$ cat config.mk
export PLATFORM = sky130hd
export DESIGN_NAME = barrel_shifter_pipe
export DESIGN_NICKNAME = d
export VERILOG_FILES = /design/src/rtl/barrel_shifter_pipe.sv
export SDC_FILE = /design/constraint.sdc
export NUM_CORES = 1
export LEC_CHECK = 0
export CORE_AREA = 2 2 72 74
export DETAILED_ROUTE_END_ITERATION = 10
export DIE_AREA = 0 0 74 76
export PLACE_DENSITY = 0.81
export SYNTH_ARGS = -nofsm -noshare
export SYNTH_HDL_FRONTEND = slang
export SYNTH_SLANG_ARGS = --single-unit
$ cat constraint.sdc
create_clock -name clk -period 3.92 [get_ports clk]
set_clock_uncertainty 0.2 [all_clocks]
set_input_delay 0.392 -clock clk [delete_from_list [all_inputs] [get_ports clk]]
set_output_delay 0.392 -clock clk [all_outputs]
set_load 0.01 [all_outputs]
$ cat src/rtl/barrel_shifter_pipe.sv
// Pipelined logarithmic barrel shifter: one 2:1 mux layer per shift-amount bit,
// each layer registered, with a single global stall (advance) for backpressure.
module barrel_shifter_pipe #(
  parameter int WIDTH = 8,
  localparam int SHW = $clog2(WIDTH)
) (
  input  logic             clk,
  input  logic             rst_n,
  input  logic             in_valid,
  output logic             in_ready,
  input  logic [WIDTH-1:0] in_data,
  input  logic [SHW-1:0]   in_shamt,
  input  logic [2:0]       in_mode,
  output logic             out_valid,
  input  logic             out_ready,
  output logic [WIDTH-1:0] out_data,
  output logic             out_zero
);

  localparam logic [WIDTH-1:0] ONES = '1;

  logic [WIDTH-1:0] data_q  [SHW];
  logic [WIDTH-1:0] data_d  [SHW];
  logic             valid_q [SHW];
  logic             valid_d [SHW];
  logic [2:0]       mode_q  [SHW];
  logic [2:0]       mode_d  [SHW];
  logic [SHW-1:0]   shamt_q [SHW];
  logic [SHW-1:0]   shamt_d [SHW];
  logic             msb_q   [SHW];
  logic             msb_d   [SHW];

  logic [WIDTH-1:0] src_data  [SHW];
  logic             src_valid [SHW];
  logic [2:0]       src_mode  [SHW];
  logic [SHW-1:0]   src_shamt [SHW];
  logic             src_msb   [SHW];

  logic advance;
  logic unused_bits;

  function automatic logic [WIDTH-1:0] shift_layer(
    input logic [WIDTH-1:0] d,
    input logic [2:0]       mode,
    input logic             msb,
    input int unsigned      amt
  );
    case (mode)
      3'b000:  return d << amt;
      3'b001:  return d >> amt;
      // Fill uses the operand's original MSB carried down the pipe, since
      // the intermediate word's MSB may already have been shifted away.
      3'b010:  return (d >> amt) | (msb ? ~(ONES >> amt) : '0);
      3'b011:  return (d << amt) | (d >> (WIDTH - amt));
      3'b100:  return (d >> amt) | (d << (WIDTH - amt));
      default: return d;
    endcase
  endfunction

  assign advance  = out_ready | ~out_valid;
  assign in_ready = advance;

  always_comb begin
    src_data[0]  = in_data;
    src_valid[0] = in_valid;
    src_mode[0]  = in_mode;
    src_shamt[0] = in_shamt;
    src_msb[0]   = in_data[WIDTH-1];
    for (int unsigned k = 1; k < SHW; k++) begin
      src_data[k]  = data_q[k-1];
      src_valid[k] = valid_q[k-1];
      src_mode[k]  = mode_q[k-1];
      src_shamt[k] = shamt_q[k-1];
      src_msb[k]   = msb_q[k-1];
    end
    for (int unsigned k = 0; k < SHW; k++) begin
      data_d[k]  = src_shamt[k][k] ? shift_layer(src_data[k], src_mode[k], src_msb[k], 32'd1 << k)
                                   : src_data[k];
      valid_d[k] = src_valid[k];
      mode_d[k]  = src_mode[k];
      shamt_d[k] = src_shamt[k];
      msb_d[k]   = src_msb[k];
    end
  end

  always_ff @(posedge clk or negedge rst_n) begin
    if (!rst_n) begin
      for (int unsigned k = 0; k < SHW; k++) begin
        data_q[k]  <= '0;
        valid_q[k] <= 1'b0;
        mode_q[k]  <= '0;
        shamt_q[k] <= '0;
        msb_q[k]   <= 1'b0;
      end
    end else if (advance) begin
      for (int unsigned k = 0; k < SHW; k++) begin
        data_q[k]  <= data_d[k];
        valid_q[k] <= valid_d[k];
        mode_q[k]  <= mode_d[k];
        shamt_q[k] <= shamt_d[k];
        msb_q[k]   <= msb_d[k];
      end
    end
  end

  assign out_valid = valid_q[SHW-1];
  assign out_data  = data_q[SHW-1];
  assign out_zero  = out_valid & ~|out_data;

  // Consumed shamt bits and last-stage side fields have no further reader.
  always_comb begin
    unused_bits = msb_q[SHW-1] ^ (^mode_q[SHW-1]);
    for (int unsigned k = 0; k < SHW; k++) begin
      unused_bits = unused_bits ^ (^shamt_q[k]);
    end
  end

endmodule
==> key figures, run 1 <==
Outcome
  • Status: complete, but fails checks
  • Failing checks: negative hold slack

GRT
  • Grt ovf: 0
  • First-pass GRT wire length: 8.37 mm
  • GRT Util Overall: 18.8%
  • Initial antenna violation count: 0
  • Vias in the first global route: 1809
  • Largest net degree at the start of global routing: between 40 and 50

Synthesis
  • Post-synthesis async set-or-reset flop share: 100%
  • Main synth FF type: dfrtp_1
  • Post-Syn Instances: between 200 and 300
  • Seq cells post-synth: 38
  • Syn nets: approximately 280
  • Cell area after synthesis: approximately 2300 µm²
  • Number of synthesized flops with an enable pin: 0
  • Syn avg cell area: 8.96 µm²
  • Syn. warnings: 0
  • Netlist cell types: 46
  • Proportion of synthesized chip area in sequential cells: 41.1%

Floorplanning
  • Die height: between 70 and 80 µm
  • Initial Util: between 40% and 50%
  • Die area: between 5000 and 6000 µm²
  • Core area: about 5000 µm²
  • Top-level I/O count: 29
  • Die W: 74 µm
  • Row count: 26

Critical path
  • Required @ worst endpoint: ~3300 ps
  • Crit path kind: flip-flop to output pin
  • Worst setup SP type: flip-flop
  • Arr. time, crit path: between 2000 and 2500 ps
  • FF-to-FF setup slack: around 1900 ps
  • Element type at the critical path end: output pin
  • FF-to-FF Start: mode_d[3]$_DFFE_PN0P_
  • Reg-to-reg endpoint: data_q[10]$_DFFE_PN0P_
  • R2R depth: 4
  • Worst-path maximum fanout: 3

Cells and area
  • Area delta synth->final: 13.4%
  • Reg area: 951 µm²
  • Filler cells: approximately 470
  • Fin nets: 286
  • Most common cell after layout, fill and taps aside: nand2_1
  • Fin area: 2620 µm²
  • Area of the multi-input gates: about 1100 µm²
  • Layout cells sized above 1: under 10%
  • Most frequent cells in the layout: nand2_1 (47), dfrtp_1 (38), clkdlybuf4s50_1 (27)
  • Antenna diodes: 0

STA
  • Fin. Hold Viols: 37
  • Slew at the pin with the worst max-slew slack: around 800 ps
  • Fmax achieved: approximately 380 MHz
  • Slew Viols, Final: 0
  • Worst slew margin: between 40% and 50%
  • Hold_ws: -8.23 ps
  • RSZ-0062 raised after global routing: no
  • Final worst path period need: 2610 ps
  • Period utilization: about 67%
  • Setup violations, final: 0
  • Final worst setup slack: 1310 ps
  • Post-Route Setup TNS: 0 ps

Drt
  • Final wirelength: between 4 and 5 mm
  • Via density: 5.85
  • DR pass1 iterations: 5
  • Vias: roughly 2k
  • # DRC: 0
  • Antenna viol nets, final: 0
  • Initial drt markers: roughly 220
  • DR WL/cell: 14.4 µm

Clocking
  • Clk_lat worst skew: roughly 280 ps
  • Clock buffer depth: 2
  • Hold_buf cts: 0
  • Setup repair bufs after CTS: 0
  • Clk root buf: clkbuf_8
  • CTS resizes: 0
  • H-tree levels: 2
  • CTS tree: done
  • Clock sink count: 38
  • Clk pin slew, worst setup/hold paths: around 70 ps
  • CTS Buf Count: 5

Pwr
  • Power share of the clock group: between 15 and 20%
  • Psw: around 0.64 mW
  • Sequential share of power: between 40% and 50%
  • Net Sw Frac: 38.3%
  • Max rail drop VDD: slightly above 200 µV
  • Combinational power share: ~41%
  • Internal power: between 1 and 1.5 mW
  • Power per cell area: about 640 nW/µm²
  • LEAKAGE: ~1.1 nW
  • Power Total: 1.68 mW

Job
  • Max-Cap Viols: 0

Placement
  • HPWL after DPL: 3.51 mm
  • GPL Wtd Cong: approximately 0.93
  • Placed instance area: about 2500 µm²
  • Worst slack, placed: between 1500 and 2000 ps
  • IO Port Bufs: 28

Min path
  • HP Class: input pin to asynchronous set/reset pin
-- power by group through the flow --
stage / clock network, mW / logic, mW / registers (mW)
after CTS: 0.268 / 0.694 / 0.727
after global routing: 0.279 / 0.782 / 0.753
after global placement: 0 / 0.670 / 0.728
final: 0.258 / 0.694 / 0.729
after floorplan: 0 / 0.598 / 0.643
after detailed placement: 0 / 0.692 / 0.734
-- metal layers --
layer	vias to the layer above	track usage, %	wire (µm)
li1	962	-	-
met1	916	25.1	2040
met2	82	29.6	2410
met3	10	3.70	275
met4	0	7.82	108
met5	-	0	0
-- worst max path at each step --
stage                            startpoint                      to  slack, ps
global route        out_data[3]$_DFFE_PN0P_                out_zero       1230
CTS                 out_data[3]$_DFFE_PN0P_                out_zero       1290
global placement                 in_mode[0]  data_q[18]$_DFFE_PN0P_       1560
floorplan           out_data[3]$_DFFE_PN0P_                out_zero       2040
finish              out_data[3]$_DFFE_PN0P_                out_zero       1310
detailed placement               in_mode[0]  data_q[17]$_DFFE_PN0P_       1540
-- flip-flops by register name, summed over array words and instances (netlist names) --
signal     cells
mode_d         6
data_q        16
shamt_d        3
out_data       8
out_valid      1
msb_d          2
src_valid      2
-- cells in the mapped netlist (3+ instances only) --
cell	number	area share, %
a31oi_1	13	3.5
nor3_1	8	1.7
a222oi_1	4	1.7
nand2_1	47	7.6
o21a_1	5	1.6
o21ai_0	6	1.3
nor2_1	6	0.97
clkbuf_1	8	1.3
o221ai_1	14	5.3
nand2b_1	5	1.4
buf_4	9	2.9
a21oi_1	6	1.3
nor2b_1	3	0.81
inv_1	15	2.4
o211ai_1	4	1.3
dfrtp_1	38	41
o22ai_1	10	2.7
maj3_1	3	1.3
mux2i_1	6	2.6
buf_2	10	2.2
a211oi_1	3	0.97
or3_1	5	1.4
-- through the flow --
step | cells | util (%)
CTS | 337 | 53.4
detailed placement | 331 | 51.7
global placement | 331 | 51.7
global route | 337 | 53.4
finish | 337 | 53.4
floorplan | 258 | -
-- cells by family after synthesis --
kind of cell | count (synthesis) | synth area share (%)
buffers and inverters | 43 | 9.31
multiplexers | 10 | 4.71
flip-flops | 38 | 41.1
AO/OA/AOI/OAI | 77 | 24.5
adder cells (fa/ha/maj) | 3 | 1.30
AND/OR/NAND/NOR | 85 | 17.6
XOR/XNOR | 2 | 1.41
-- worst max-delay path: stages (launching register included) --
cell	delay, ps
dfrtp_1	400
or4_1	530
nor4_1	230
clkdlybuf4s50_1	580
-- layout make-up --
type | instances | share of cell area, %
multi-input cells | 177 | 43.7
clock buffers | 6 | 3.15
inverters | 15 | 2.15
well taps | 70 | 3.34
flip-flops and latches | 38 | 36.3
repair buffers | 31 | 11.4
(Power assumes the default switching activity.)
==> run 2: changes to the inputs <==
PLACE_DENSITY = 0.84   (was 0.81)
clock period = 2.15 ns   (was 3.92 ns; I/O delays follow)
==> key figures, run 2 (same netlist as run 1, synthesis figures left out) <==
Floorplanning
  • Top-level I/O count: 29
  • Core area: a little under 5000 µm²
  • Row count: 26
  • Die area: between 5000 and 6000 µm²
  • Initial Util: a little under half
  • Die height: ~76 µm
  • Die W: 74 µm

Pwr
  • Power per cell area: between 1000 and 1500 nW/µm²
  • Psw: around 1.2 mW
  • Sequential share of power: 41.7%
  • Max rail drop VDD: about 350 µV
  • Power share of the clock group: between 15 and 20%
  • Net Sw Frac: about two fifths
  • Combinational power share: 42.4%
  • LEAKAGE: 1.18 nW
  • Internal power: between 1.5 and 2 mW

Clocking
  • Clk root buf: clkbuf_8
  • Clk_lat worst skew: 290 ps
  • CTS tree: done
  • Clk pin slew, worst setup/hold paths: 70 ps
  • Setup repair bufs after CTS: 0
  • H-tree levels: 2
  • Clock sink count: 38
  • Clock buffer depth: 2
  • CTS Buf Count: 5

STA
  • Post-Route Setup TNS: 0 ps
  • Slew Viols, Final: 0
  • Final worst path period need: 2030 ps
  • RSZ-0062 raised after global routing: no
  • Worst slew margin: 55.4%
  • Period utilization: a little over nine tenths
  • Fin. Hold Viols: 0
  • Slew at the pin with the worst max-slew slack: roughly 670 ps
  • Setup violations, final: 0
  • Fmax achieved: between 400 and 500 MHz

Cells and area
  • Most common cell after layout, fill and taps aside: nand2_1
  • Non-Filler Instances: about 350
  • Top reg by flops: data_q
  • Most frequent cells in the layout: nand2_1 (47), dfrtp_1 (38), clkdlybuf4s50_1 (26)
  • Core Util, Final: between 50% and 60%
  • Max reg flops: 16
  • Fin nets: about 300
  • Layout cells sized above 1: around an eighth
  • Area delta synth->final: 19.3%
  • Antenna diodes: 0

GRT
  • GRT Util Overall: between 10% and 20%
  • Largest net degree at the start of global routing: 31
  • Vias in the first global route: between 1.5k and 2k
  • Initial antenna violation count: 0
  • Grt ovf: 0
  • First-pass GRT wire length: ~8.5 mm

Job
  • Max-Cap Viols: 0

Critical path
  • FF-to-FF Start: mode_d[4]$_DFFE_PN0P_
  • Arr. time, crit path: 1620 ps
  • Worst setup SP type: flip-flop
  • Crit path kind: flip-flop to output pin
  • FF-to-FF setup slack: between 300 and 400 ps
  • Required @ worst endpoint: roughly 1700 ps
  • Reg-to-reg endpoint: data_q[11]$_DFFE_PN0P_
  • Element type at the critical path end: output pin
  • R2R depth: 4
  • Worst-path maximum fanout: 4

Placement
  • HPWL after DPL: between 3 and 4 mm
  • GPL Wtd Cong: around 0.84
  • Post-Place Cells: 345
  • IO Port Bufs: 28

Drt
  • Vias: roughly 2.0k
  • Final wirelength: approximately 5.1 mm
  • Antenna viol nets, final: 0
  • Initial drt markers: 140
  • # DRC: 0
  • Via density: around 5.7
  • DR WL/cell: ~14 µm
  • DR pass1 iterations: 4

Min path
  • HP Class: input pin to asynchronous set/reset pin

Outcome
  • Status: finished clean
-- run 2: cell count changes in the layout (fill, tap and decap cells not counted) --
cell	before	now
clkdlybuf4s50_1	27	26
clkbuf_2	0	1
nor4_2	0	1
buf_12	0	1
nor4_1	1	0
dlygate4sd3_1	0	1
clkbuf_1	0	1
buf_4	3	16
clkinv_2	0	1
-- run 2: area by class of cell --
class                   instances  area (µm²)
clock inverters                 1        5.00
clock buffers                   7        86.3
flip-flops and latches         38         951
inverters                      15        56.3
fillers                       445        2150
multi-input cells             177        1150
well taps                      70        87.6
repair buffers                 46         420
-- run 2: worst max path at each step --
stage                                       start                     end  slack (ps)
after floorplan             mode_d[4]$_DFFE_PN0P_  data_q[10]$_DFFE_PN0P_         430
after global placement    out_data[3]$_DFFE_PN0P_                out_zero          60
after detailed placement  out_data[3]$_DFFE_PN0P_                out_zero           7
after CTS                 out_data[3]$_DFFE_PN0P_                out_zero          20
after global routing        out_valid$_DFFE_PN0P_                in_ready          40
final                       out_valid$_DFFE_PN0P_                in_ready         120
-- run 2: layer usage --
metal | track usage, % | share of wire (%) | vias up
met1 | 24.0 | 45 | 943
met3 | 3.57 | 4.7 | 8
li1 | - | - | 993
met4 | 8.00 | 2.1 | 0
met2 | 31.7 | 48 | 64
met5 | 0 | 0 | -
-- run 2: power groups by stage --
stage,clock network (mW),registers [mW],logic (mW)
floorplan,0,1.17,1.09
global placement,0,1.30,1.31
detailed placement,0,1.32,1.33
CTS,0.522,1.31,1.34
global route,0.549,1.35,1.49
finish,0.504,1.32,1.34
-- run 2: critical path: stages, from the launching register on --
cell             delay (ps)
dfrtp_1                 400
and2b_1                 180
inv_1                   180
clkdlybuf4s50_1         570
-- run 2: repair_timing --
action,4_1_cts,5_1_grt
gates resized for setup,5,1
hold buffers,1,0
hold endpoints to repair,38,0
cloned,0,0
setup endpoints to repair,1,1
pin swaps,0,0
-- run 2: stage by stage --
stage	total power, mW	cell area [µm²]	hold slack [ps]	setup slack, ps
after CTS	3.18	2770	123	17.5
after global placement	2.61	2660	-117	56.1
final	3.16	2760	119	116
after detailed placement	2.66	2660	-112	6.51
after floorplan	2.26	2310	-281	427
after global routing	3.39	2760	137	40.1
